===== config.mk =====
export PLATFORM = sky130hd
export DESIGN_NAME = instruction_fetch
export DESIGN_NICKNAME = d
export VERILOG_FILES = /design/src/rtl/mips_pkg.sv /design/src/rtl/fetch_skid_fifo.sv /design/src/rtl/instruction_fetch.sv
export SDC_FILE = /design/constraint.sdc
export NUM_CORES = 1
export LEC_CHECK = 0
export BUFFER_PORTS_ARGS = -buffer_cell sky130_fd_sc_hd__buf_2
export CORE_ASPECT_RATIO = 0.75
export CORE_MARGIN = 4
export CORE_UTILIZATION = 61
export CTS_CLUSTER_SIZE = 30
export DETAILED_ROUTE_END_ITERATION = 7
export PLACE_DENSITY = 0.85
export RECOVER_POWER = 50
export SYNTH_ARGS = -nofsm -noshare
export SYNTH_HDL_FRONTEND = slang
export SYNTH_SLANG_ARGS = --single-unit

===== constraint.sdc =====
create_clock -name clk -period 6.4 [get_ports clk]
set_clock_uncertainty 0.2 [all_clocks]
set_input_delay 0.32 -clock clk [delete_from_list [all_inputs] [get_ports clk]]
set_output_delay 0.32 -clock clk [all_outputs]
set_load 0.05 [all_outputs]

===== src/rtl/mips_pkg.sv =====
// Shared MIPS front-end constants: opcodes, NOP encoding, default fetch start address,
// and the branch-resolution helper used by the fetch stage.
package mips_pkg;

    localparam int WORD_W = 32;

    localparam logic [5:0] R_TYPE = 6'h00;
    localparam logic [5:0] ADDI   = 6'h08;
    localparam logic [5:0] ORI    = 6'h0d;
    localparam logic [5:0] BEQ    = 6'h04;
    localparam logic [5:0] BNE    = 6'h05;
    localparam logic [5:0] INC    = 6'h01;

    localparam logic [WORD_W-1:0] NOP_WORD         = 32'h0000_0000;
    localparam logic [WORD_W-1:0] DEFAULT_RESET_PC = 32'h0040_0000;

    function automatic logic branch_taken(input logic beq, input logic bne, input logic zero);
        return (beq & zero) | (bne & ~zero);
    endfunction

endpackage


===== src/rtl/fetch_skid_fifo.sv =====
// Two-entry skid buffer of {PC_4, word} pairs; synchronous reset and clear, clear beats push.
// Push into a full buffer and pop from an empty one are ignored.
module fetch_skid_fifo #(
    parameter int DATA_W = 64
) (
    input  logic              clk,
    input  logic              reset,
    input  logic              push_i,
    input  logic [DATA_W-1:0] push_dat_i,
    input  logic              pop_i,
    input  logic              clear_i,
    output logic [DATA_W-1:0] head_dat_o,
    output logic [1:0]        count_o
);

    logic [DATA_W-1:0] mem_q [2];
    logic              rd_ptr_q;
    logic              wr_ptr_q;
    logic [1:0]        count_q;
    logic              push_ok;
    logic              pop_ok;

    assign push_ok    = push_i && !clear_i && (count_q != 2'd2);
    assign pop_ok     = pop_i && !clear_i && (count_q != 2'd0);
    assign head_dat_o = mem_q[rd_ptr_q];
    assign count_o    = count_q;

    always_ff @(posedge clk) begin
        if (push_ok) begin
            mem_q[wr_ptr_q] <= push_dat_i;
        end
    end

    always_ff @(posedge clk) begin
        if (reset || clear_i) begin
            rd_ptr_q <= 1'b0;
            wr_ptr_q <= 1'b0;
            count_q  <= 2'd0;
        end else begin
            if (push_ok) wr_ptr_q <= ~wr_ptr_q;
            if (pop_ok)  rd_ptr_q <= ~rd_ptr_q;
            count_q <= count_q + {1'b0, push_ok} - {1'b0, pop_ok};
        end
    end

endmodule


===== src/rtl/instruction_fetch.sv =====
// MIPS fetch stage: PC, synchronous-ROM requests, 2-deep skid buffer and IF/ID register.
// Optional FETCH_STATS_EN adds FetchCount/FlushCount statistics outputs.
module instruction_fetch
    import mips_pkg::*;
#(
    parameter int                    WORD_WIDTH = 32,
    parameter logic [WORD_WIDTH-1:0] RESET_PC   = DEFAULT_RESET_PC
) (
    input  logic                  clk,
    input  logic                  reset,
    input  logic                  Stall,
    input  logic                  BranchEQ,
    input  logic                  BranchNE,
    input  logic                  Zero,
    input  logic [WORD_WIDTH-1:0] BranchTarget,
    output logic [WORD_WIDTH-1:0] InstrAddr,
    input  logic [WORD_WIDTH-1:0] InstrData,
    output logic [WORD_WIDTH-1:0] Instruction,
    output logic [WORD_WIDTH-1:0] PC_4,
    output logic                  InstrValid,
`ifdef FETCH_STATS_EN
    output logic [31:0]           FetchCount,
    output logic [15:0]           FlushCount,
`endif
    output logic [5:0]            OP
);

    localparam logic [WORD_WIDTH-1:0] STEP = WORD_WIDTH'(4);

    logic [WORD_WIDTH-1:0]   pc_q, pc_d;
    logic                    inflight_q, inflight_d;
    logic [WORD_WIDTH-1:0]   resp_pc4_q, resp_pc4_d;
    logic [WORD_WIDTH-1:0]   instr_q, instr_d;
    logic [WORD_WIDTH-1:0]   pc4_q, pc4_d;
    logic                    valid_q, valid_d;

    logic                    taken;
    logic                    issue;
    logic                    load;
    logic                    fifo_empty;
    logic                    bypass;
    logic                    push;
    logic                    pop;
    logic                    word_loaded;
    logic [1:0]              fifo_count;
    logic [1:0]              occupancy;
    logic [2*WORD_WIDTH-1:0] fifo_head;

    fetch_skid_fifo #(.DATA_W(2*WORD_WIDTH)) u_skid (
        .clk        (clk),
        .reset      (reset),
        .push_i     (push),
        .push_dat_i ({resp_pc4_q, InstrData}),
        .pop_i      (pop),
        .clear_i    (taken),
        .head_dat_o (fifo_head),
        .count_o    (fifo_count)
    );

    assign taken      = branch_taken(BranchEQ, BranchNE, Zero);
    assign occupancy  = fifo_count + {1'b0, inflight_q};
    assign issue      = (occupancy < 2'd2) && !taken;
    assign load       = !Stall || !valid_q;
    assign fifo_empty = (fifo_count == 2'd0);
    // A returning word skips the buffer only when nothing older is queued ahead of it.
    assign bypass     = inflight_q && fifo_empty && load && !taken;
    assign push       = inflight_q && !bypass && !taken;
    assign pop        = load && !fifo_empty && !taken;
    assign word_loaded = load && !taken && (!fifo_empty || inflight_q);

    always_comb begin
        pc_d       = pc_q;
        inflight_d = 1'b0;
        resp_pc4_d = resp_pc4_q;
        instr_d    = instr_q;
        pc4_d      = pc4_q;
        valid_d    = valid_q;
        if (taken) begin
            pc_d    = BranchTarget;
            instr_d = NOP_WORD;
            valid_d = 1'b0;
        end else begin
            if (issue) begin
                inflight_d = 1'b1;
                pc_d       = pc_q + STEP;
                resp_pc4_d = pc_q + STEP;
            end
            if (load) begin
                if (!fifo_empty) begin
                    {pc4_d, instr_d} = fifo_head;
                    valid_d          = 1'b1;
                end else if (inflight_q) begin
                    pc4_d   = resp_pc4_q;
                    instr_d = InstrData;
                    valid_d = 1'b1;
                end else begin
                    instr_d = NOP_WORD;
                    valid_d = 1'b0;
                end
            end
        end
    end

    always_ff @(posedge clk) begin
        if (reset) begin
            pc_q       <= RESET_PC;
            inflight_q <= 1'b0;
            resp_pc4_q <= '0;
            instr_q    <= NOP_WORD;
            pc4_q      <= '0;
            valid_q    <= 1'b0;
        end else begin
            pc_q       <= pc_d;
            inflight_q <= inflight_d;
            resp_pc4_q <= resp_pc4_d;
            instr_q    <= instr_d;
            pc4_q      <= pc4_d;
            valid_q    <= valid_d;
        end
    end

`ifdef FETCH_STATS_EN
    logic [31:0] fetch_cnt_q;
    logic [15:0] flush_cnt_q;

    always_ff @(posedge clk) begin
        if (reset) begin
            fetch_cnt_q <= '0;
            flush_cnt_q <= '0;
        end else begin
            if (word_loaded) fetch_cnt_q <= fetch_cnt_q + 32'd1;
            if (taken && (flush_cnt_q != 16'hFFFF)) flush_cnt_q <= flush_cnt_q + 16'd1;
        end
    end

    assign FetchCount = fetch_cnt_q;
    assign FlushCount = flush_cnt_q;
`else
    logic unused_word_loaded;
    assign unused_word_loaded = word_loaded;
`endif

    assign InstrAddr   = pc_q;
    assign Instruction = instr_q;
    assign PC_4        = pc4_q;
    assign InstrValid  = valid_q;
    assign OP          = instr_q[31:26];

endmodule

Yosys cells after proc, flatten, opt, wreduce, memory -nomap -nowiden
Memory sizes are Yosys's and may differ from the RTL's. A register that Yosys moved wholly into a read port is not among the register bits.
Cells that the tools add are included.
{"block": "classes", "addsub": 4, "eq_ne": 2, "n_mux": 13, "n_bitwise": 7, "reduce_logical": 25, "n_lt_le_gt_ge": 1}
{"cell": "32-bit two-way mux", "n": 6}
{"cell": "32-bit by 3-bit adder with 32-bit output, second input constant", "n": 1}
{"cell": "1-bit logical AND", "n": 12}
{"cell": "1-bit two-way mux", "n": 7}
{"cell": "1-bit logical NOT", "n": 5}
{"cell": "2-bit by 1-bit adder with 2-bit output", "n": 2}
{"cell": "2-bit != test, second input constant", "n": 2}
{"cell": "1-bit NOT", "n": 4}
{"cell": "2-bit nonzero test", "n": 2}
{"cell": "3-bit AND reduction", "n": 1}
{"cell": "1-bit AND", "n": 2}
{"cell": "2-bit logical NOT", "n": 1}
{"cell": "1-bit logical OR", "n": 2}
{"cell": "2-bit less-than comparator, second input constant", "n": 1}
{"cell": "2-bit AND reduction", "n": 1}
{"cell": "2-bit OR reduction", "n": 1}
{"cell": "2-bit by 1-bit subtractor with 2-bit output", "n": 1}
{"cell": "1-bit OR", "n": 1}
{"block": "word_totals", "mem_count": 1, "inputBits": 70, "ram_bits": 128, "register_bits": 134}
{"name": "u_skid.mem_q", "words": 2, "word_bits": 64, "read_ports": 1, "rd_clocked_by_memory_dff": 1, "wr": 1, "line_no": "fetch_skid_fifo.sv:16", "source": "logic [DATA_W-1:0] mem_q [2];"}

Depth between registers and ports, before layout
Gate-level depths: netlist (run 1).
{"block": "depth", "word_depth": 12, "ltp_mapped": 10}

Cells and area by module
A second synthesis (run 1) with hierarchy kept.
{"block": "unflattened", "hier_cells": 1041, "area_unflattened_um2": 11289.6}
{"mod": "instruction_fetch", "n_inst": 1, "cells_each": 811, "area_per_inst_um2": 6412.4}
{"mod": "fetch_skid_fifo", "n_inst": 1, "cells_each": 230, "area_per_inst_um2": 4877.2}

Worst setup path after synthesis (run 1)
No wires, ideal clock.
{"block": "synth_path", "kind": "flip-flop to flip-flop", "from": "register valid_q, in the netlist InstrValid", "to": "memory u_skid.mem_q[0][0], enable pin", "stages_incl_launch_ff": 5, "setup_ps": 487, "path_buffers": 0, "path_slack_ps": 1980, "required_ps": 5713, "arrival_ps": 3733, "cell_sequence": "dfxtp_1 nand2_1 nor2_1 o211ai_1 nor2_1"}
{"block": "synth_between", "elab_chain_len": 11}
{"element": "start: declaration", "line_no": "instruction_fetch.sv:35", "source": "logic valid_q, valid_d;"}
{"element": "start signal: assignment", "line_no": "instruction_fetch.sv:118", "source": "valid_q <= valid_d;"}
{"element": "1-bit logical NOT", "line_no": "instruction_fetch.sv:63", "source": "assign load = !Stall || !valid_q;"}
{"element": "1-bit logical OR", "line_no": "instruction_fetch.sv:63"}
{"element": "1-bit logical AND (2 in series)", "line_no": "instruction_fetch.sv:66", "source": "assign bypass = inflight_q && fifo_empty && load && !taken;"}
{"element": "1-bit logical NOT", "line_no": "instruction_fetch.sv:67", "source": "assign push = inflight_q && !bypass && !taken;"}
{"element": "1-bit logical AND (2 in series)", "line_no": "instruction_fetch.sv:67"}
{"element": "1-bit logical AND (2 in series)", "line_no": "fetch_skid_fifo.sv:23", "source": "assign push_ok = push_i && !clear_i && (count_q != 2'd2);"}
{"element": "1-bit two-way mux", "line_no": "fetch_skid_fifo.sv:29", "source": "if (push_ok) begin"}
{"element": "1-bit two-way mux (not written as such)", "line_no": "fetch_skid_fifo.sv:30", "source": "mem_q[wr_ptr_q] <= push_dat_i;"}
{"element": "end: declaration", "line_no": "fetch_skid_fifo.sv:16"}
Every way passes these cells.

Worst setup path after layout (run 1)
{"block": "layout_path", "from": "register u_skid.count_q[1], in the netlist u_skid.count_o[1]", "to": "register pc4_q[25], in the netlist PC_4[25]"}
{"block": "layout_between", "elab_chain_len": 3, "word_cells_on_any_way": 4, "classes_between": "eq/ne (1); mux (1); reduce/logical (2)"}
{"element": "start: declaration", "line_no": "fetch_skid_fifo.sv:19", "source": "logic [1:0] count_q;"}
{"element": "start signal: assignment", "line_no": "fetch_skid_fifo.sv:42", "source": "count_q <= count_q + {1'b0, push_ok} - {1'b0, pop_ok};"}
{"element": "2-bit logical NOT (*)", "line_no": "instruction_fetch.sv:64", "source": "assign fifo_empty = (fifo_count == 2'd0);"}
{"element": "2-bit != test (no line)"}
{"element": "3-bit AND reduction (no line)"}
{"element": "end signal: assignment", "line_no": "instruction_fetch.sv:117", "source": "pc4_q <= pc4_d;"}
{"element": "end: declaration", "line_no": "instruction_fetch.sv:34", "source": "logic [WORD_WIDTH-1:0] pc4_q, pc4_d;"}
Every way passes the cells marked *; elsewhere a longest branch is shown, timed or not.
A chain may end at the register's enable or synchronous reset.

==> results of run 1 <==
## cell families (layout without fill, tap and decap cells)
family / after synthesis / in the layout / synth area share
AO/OA/AOI/OAI: 185 / 185 / 0.119
flip-flops: 263 / 263 / 0.613
adder cells (fa/ha/maj): 3 / 3 / 0.00352
multiplexers: 67 / 67 / 0.0667
buffers and inverters: 87 / 298 / 0.0398
AND/OR/NAND/NOR: 267 / 267 / 0.112
other: 0 / 1 / 0
XOR/XNOR: 56 / 56 / 0.0459
## registers in the layout, indices dropped and copies added, names as in the netlist, named ones only
register	count
InstrValid	1
inflight_q	1
u_skid.mem_q	128
resp_pc4_q	32
InstrAddr	32
PC_4	32
u_skid.rd_ptr_q	1
u_skid.wr_ptr_q	1
Instruction	32
u_skid.count_o	2
## cell usage after synthesis, types with 2 or more instances
| master | count |
|---|---|
| buf_4 | 8 |
| mux2i_1 | 34 |
| dfxtp_1 | 135 |
| nor2_1 | 153 |
| clkdlybuf4s15_2 | 2 |
| nand3_1 | 11 |
| ha_1 | 3 |
| mux2_2 | 33 |
| xor2_1 | 10 |
| edfxtp_1 | 128 |
| nor4_1 | 12 |
| and2_1 | 3 |
| nor3_1 | 20 |
| nand4_2 | 2 |
| xnor2_1 | 46 |
| nand4_1 | 8 |
| and4_1 | 3 |
| o21ai_0 | 24 |
| inv_1 | 8 |
| a211oi_1 | 64 |
| or3_1 | 4 |
| clkbuf_8 | 5 |
| or2_2 | 4 |
| nand2_1 | 36 |
| a222oi_1 | 32 |
| clkbuf_1 | 57 |
| o211ai_1 | 2 |
| buf_2 | 2 |
| or4_1 | 3 |
| and3_1 | 3 |
| a311oi_1 | 2 |
| buf_1 | 4 |
| a21oi_1 | 56 |
## worst min-delay path, stage by stage
cell and delay [ns]:
buf_2 0.07, o21ai_0 0.13, a31oi_1 0.16
## final cells by class
class | instances | area share
well taps | 236 | 0.0231
repair buffers | 246 | 0.109
clock buffers | 37 | 0.0570
clock inverters | 7 | 0.00479
flip-flops and latches | 263 | 0.511
inverters | 8 | 0.00234
diodes | 1 | 0.000195
multi-input cells | 578 | 0.292
## through the flow
stage / instance area (um2) / hold slack [ns]
after floorplan: 10700 / 0.219
after global placement: 11600 / 0.260
after detailed placement: 11600 / 0.261
after CTS: 13000 / 0.0118
after global routing: 12800 / 0.0617
final: 12800 / 0.0172
## final timing paths
kind,start,end,cells past startpoint
min,BranchTarget[27],InstrAddr[27],3
max,u_skid.count_o[1],PC_4[25],5
max reg2reg,u_skid.count_o[1],PC_4[25],5
min reg2reg,resp_pc4_q[11],u_skid.mem_q[1][43],0
## report_power, final
group,switching (mW),internal (mW)
sequential,0.0581,1.81
clock,0.579,0.825
combinational,0.221,0.106
total,0.858,2.74
## per-layer routing
layer  track usage  share of wire  up-vias
li1              -              -     3807
met5             0              0        -
met3        0.0460          0.088       54
met4        0.0890          0.026        0
met1         0.365           0.43     3837
met2         0.394           0.45      380
==> reports/qor.csv, run 1 <==
metric,value,unit
ys_warn_count,0,
mostFrequentLayoutCells,"149 x nor2_1, 143 x clkbuf_1, 134 x dfxtp_1, 128 x edfxtp_1, 64 x a211oi_1",
final_common_cell,nor2_1,
placed_cells,1269,
final-hold-violation-count,0,
area_delta_synth_final,20.0,%
insertion_delay,0.51,ns
min_period,3.87,ns
grt_first_pass_wirelength,40500,um
drtAntennaViolNets,0,
worst_setup_path_start_kind,flip-flop,
crit_family,buffers and inverters,
clkTransAtPathRegs,0.06,ns
synthFlopType,dfxtp_1,
grt_pass1_vias,7823,
drt-initial-drc-count,881,
nets,1194,
drt_wl_total,25400,um
ys_ff_latch,263,
pin_count,173,
hold_path.class,in2reg,
gr-usage-all-layers,0.254,
max_stage_delay,2.08,ns
ir_drop,0.224,mV
grt_max_degree,78,
rsz0062_at_grt,false,
min_period_over_period,0.604,
tightestPinTransition,2.93,ns
vias,8078,
power_leakage,4.21,nW
cts_tree,built,
nFillCells,1150,
post_cts.repair.setup_buffers,0,
die_x,161,um
routabilityCongestion,0.828,
portBuffers,172,
cts_buffers,24,
cts_resized,0,
finalPower,3.60,mW
synth_top_area_cell,edfxtp_1,
synth.net_count,1001,
path_buf_inv,1,
netlist_top_cells_area,"edfxtp_1 36%, dfxtp_1 25%, nor2_1 5.4%, a211oi_1 4.5%, xnor2_1 3.8%",
h-tree-depth,1,
cp.arrival,4.03,ns
synth_cells,928,
setup_slack,2.53,ns
die-area,19700,um2
dieHeight,123,um
grt.overflow.total,0,
timing.setup.tns,0,ns
cts_hold_buf,62,
max_slew_margin,-0.956,
final_cell_count_no_fill,1376,
yosysUniqueCellTypes,44,
drv_cap,1,
multiInputGateArea,3740,um2
setup_violations,0,
place_hpwl,15200,um
ys_seq_area_frac,0.613,
failed_checks,"max-capacitance violations, max-slew violations",
crit_required,6.57,ns
drc,0,
max_freq,0.258,GHz
synth_edf_count,128,
p_per_area,281,nW/um2
wl_per_cell,18.5,um
syn_area_per_cell,11.5,um2
worst_setup_path_end_kind,flip-flop,
path_cells,or2_2 > clkbuf_1 > a211oi_1 > a21oi_1 > nor2_1,
antenna_found_initial,1,
firstDrtPassIters,8,
coreArea,17000,um2
regArea,6550,um2
synthArstFlopShare,0,
slowest_stage,clkbuf_1,
postLayoutCoreUtil,0.754,
syn-cell-area,10700,um2
start_util,0.629,
r2r_slack,2.53,ns
preCtsSetupSlack,2.81,ns
cts_num_sinks,263,
clockBufferDepth,3,
drv_slew,66,
cp_max_fo,65,
status,"finished, violations left",
viasPerCell,5.87,
drive_above_1_share,0.117,
yosysTopAreaCellShare,0.360,
cts_root_buf,clkbuf_16,
rows,41,
worstSetupPathType,reg2reg,
(Power assumes the default switching activity.)
==> run 2, diff against run 1 <==
--- a/config.mk
+++ b/config.mk
@@ -5,13 +5,14 @@
 export SDC_FILE = /design/constraint.sdc
 export NUM_CORES = 1
 export LEC_CHECK = 0
+export ABC_AREA = 1
 export BUFFER_PORTS_ARGS = -buffer_cell sky130_fd_sc_hd__buf_2
 export CORE_ASPECT_RATIO = 0.75
 export CORE_MARGIN = 4
-export CORE_UTILIZATION = 61
+export CORE_UTILIZATION = 57
 export CTS_CLUSTER_SIZE = 30
 export DETAILED_ROUTE_END_ITERATION = 7
-export PLACE_DENSITY = 0.85
+export PLACE_DENSITY = 0.8
 export RECOVER_POWER = 50
 export SYNTH_ARGS = -nofsm -noshare
 export SYNTH_HDL_FRONTEND = slang
==> constraint.sdc (replaced) <==
create_clock -name clk -period 3.6 [get_ports clk]
set_clock_uncertainty 0.2 [all_clocks]
set_input_delay 0.18 -clock clk [delete_from_list [all_inputs] [get_ports clk]]
set_output_delay 0.18 -clock clk [all_outputs]
set_load 0.05 [all_outputs]
==> run 2 against run 1 <==
Against the previous run: the flow still finishes with violations (max-capacitance violations, max-slew violations); first-iteration DRC count is 2.5% lower; final area grew 3.6%; hold slack better by 0.061 ns; combinational power up 52%; register-to-register slack lost 1.6 ns; sequential cell count did not move; sequential share of layout area decreased by 1.8 points; core utilization decreased by 4.3 points; total power up 81%; global-route usage grew 0.68 points; via count up 13%; critical endpoint is now u_skid.rd_ptr_q; highest routed layer unchanged.
==> reports/qor.csv, run 2 <==
metric,value,unit,change
status,"finished, violations left",,
failed_checks,"max-capacitance violations, max-slew violations",,
coreArea,18700,um2,+9.9%
clkTransAtPathRegs,0.06,ns,about the same
drv_cap,1,,unchanged
die_x,168,um,+4.5%
firstDrtPassIters,5,,-3
power_leakage,4.96,nW,+18%
drc,0,,unchanged
routabilityCongestion,0.909,,+9.7%
synthFlopType,dfxtp_1,,
place_hpwl,17800,um,+18%
cts_root_buf,clkbuf_16,,
synth.net_count,1246,,+24%
cts_resized,0,,unchanged
rows,43,,+4.9%
yosysUniqueCellTypes,30,,-32%
cts_tree,built,,
worst_setup_path_end_kind,flip-flop,,
tightestPinTransition,1.74,ns,-1.19 ns
ys_ff_latch,263,,unchanged
nFillCells,1425,,+24%
antenna_found_initial,0,,-1
nets,1462,,+22%
grt_pass1_vias,8776,,+12%
synth_common_cells,"351 x nand2_1, 135 x dfxtp_1, 128 x edfxtp_1",,
yosysMostFrequentCell,nand2_1,,
met2_usage,0.413,,+0.0183
syn_area_per_cell,9.33,um2,-19%
cts_num_sinks,263,,unchanged
hold_path.class,in2reg,,
gr-usage-all-layers,0.261,,+0.00684
use_met3,0.0506,,+0.00457
viasPerCell,5.50,,-6.2%
final_cell_count_no_fill,1655,,+20%
drt-initial-drc-count,859,,-2.5%
portBuffers,172,,unchanged
insertion_delay,0.54,ns,+0.03 ns
dieHeight,128,um,+4.4%
diodes,0,,-1
vias,9109,,+13%
dpl-instance-area,11900,um2,+2.7%
ys_seq_area_frac,0.598,,-0.0146
cp_max_fo,34,,-48%
cp.arrival,3.16,ns,-0.87 ns
pin_count,173,,unchanged
grt.overflow.total,0,,unchanged
min_period_over_period,0.807,,
p_per_area,491,nW/um2,+75%
largest_register_ffs,128,,unchanged
top_register,u_skid.mem_q,,
max_freq,0.344,GHz,
start_util,0.586,,-0.0430
min_period,2.91,ns,
final-hold-violation-count,0,,unchanged
synth_cells,1173,,+26%
wl_per_cell,17.1,um,-7.5%
max_slew_margin,-0.162,,+0.793
worstSetupPathType,in2reg,,
drive_above_1_share,0.0817,,-0.0351
drv_slew,35,,-47%
netlist_top_cells_area,"edfxtp_1 35%, dfxtp_1 25%, nand2_1 12%, o211ai_1 4.3%, nand3_1 4.1%",,
drt_wl_total,28300,um,+11%
area_delta_synth_final,21.4,%,
placed_cells,1539,,+21%
grt_max_degree,70,,-10%
final_cell_area,13300,um2,+3.6%
postLayoutCoreUtil,0.711,,-0.0433
ir_drop,0.325,mV,+45%
die-area,21500,um2,+9.1%
yosysTopAreaCellShare,0.351,,-0.00856
synthArstFlopShare,0,,unchanged
clockBufferDepth,3,,unchanged
synth_top_area_cell,edfxtp_1,,
crit_required,3.85,ns,-2.72 ns
ys_warn_count,0,,unchanged
setup_violations,0,,unchanged
syn-cell-area,10900,um2,+2.4%
mostFrequentLayoutCells,"351 x nand2_1, 136 x clkbuf_1, 134 x dfxtp_1, 128 x edfxtp_1, 94 x inv_1",,
gr-max-usage-layer,met2,,
cts_buffers,25,,+4.2%
h-tree-depth,1,,unchanged
drtAntennaViolNets,0,,unchanged
grt_first_pass_wirelength,45400,um,+12%
synth_edf_count,128,,unchanged
grt_use_met1,0.376,,+0.0111
final_common_cell,nand2_1,,
worst_setup_path_start_kind,input port,,
rsz0062_at_grt,false,,
==> run 2: cell count changes after synthesis, moves of 19 or more <==
cell | previous run | this run
nand3_1 | 11 | 89
nor2_1 | 153 | 57
a21oi_1 | 56 | 88
nand2_1 | 36 | 351
a222oi_1 | 32 | 0
buf_2 | 2 | 21
nor3_1 | 20 | 0
xnor2_1 | 46 | 4
inv_1 | 8 | 93
clkbuf_1 | 57 | 31
a211oi_1 | 64 | 0
mux2_2 | 33 | 0
o211ai_1 | 2 | 63
==> run 2: worst paths after layout <==
path | slack (ns) | cells after the start | startpoint | end
worst min-delay path | 0.08 | 4 | BranchNE | u_skid.wr_ptr_q
worst max register to register | 0.90 | 8 | inflight_q | resp_pc4_q[2]
worst min register to register | 0.26 | 2 | PC_4[6] | PC_4[6]
worst max-delay path | 0.69 | 6 | reset | u_skid.rd_ptr_q
==> run 2: through the flow <==
stage	power (mW)	hold slack (ns)	TNS, ns	worst slack, ns
global placement	3.76	0.184	0	1.17
global route	6.72	0.0977	0	0.523
floorplan	3.61	0.0789	-110.90	-0.866
finish	6.52	0.0780	0	0.693
CTS	6.55	0.0649	0	1.12
detailed placement	3.77	0.184	0	1.13
==> run 2: area by class of cell <==
cell class              instances  area (um2)  area share
clock buffers                  28         689      0.0519
clock inverters                18         190      0.0143
multi-input cells             746        3690       0.278
flip-flops and latches        263        6550       0.493
inverters                      98         370      0.0279
repair buffers                255        1480       0.112
well taps                     247         309      0.0233
==> run 2: worst max-delay path, stage by stage <==
cell	delay, ns
dlygate4sd3_1	0.54
buf_2	0.29
nor2_1	0.16
clkbuf_1	1.27
inv_1	0.41
a21oi_1	0.29
==> run 2: what timing repair did <==
item	CTS	global route
endpoints found under the hold margin	149	0
buffers inserted	0	0
setup endpoints to repair	0	0
hold buffers	70	0
==> run 2: cell families after synthesis <==
kind of cell | share of synthesized area
flip-flops | 0.598
adder cells (fa/ha/maj) | 0.00343
buffers and inverters | 0.0651
XOR/XNOR | 0.00961
AND/OR/NAND/NOR | 0.191
multiplexers | 0.0293
AO/OA/AOI/OAI | 0.103
==> run 2: metal layers <==
metal  vias up  share of wire
met4         0          0.024
met5         -              0
li1       4357              -
met1      4269           0.43
met3        59          0.094
met2       424           0.45
==> run 2: where the power goes <==
part	total (mW)	internal (mW)	switching (mW)
clock	2.76	1.61	1.14
combinational	0.496	0.156	0.341
sequential	3.26	3.19	0.0755
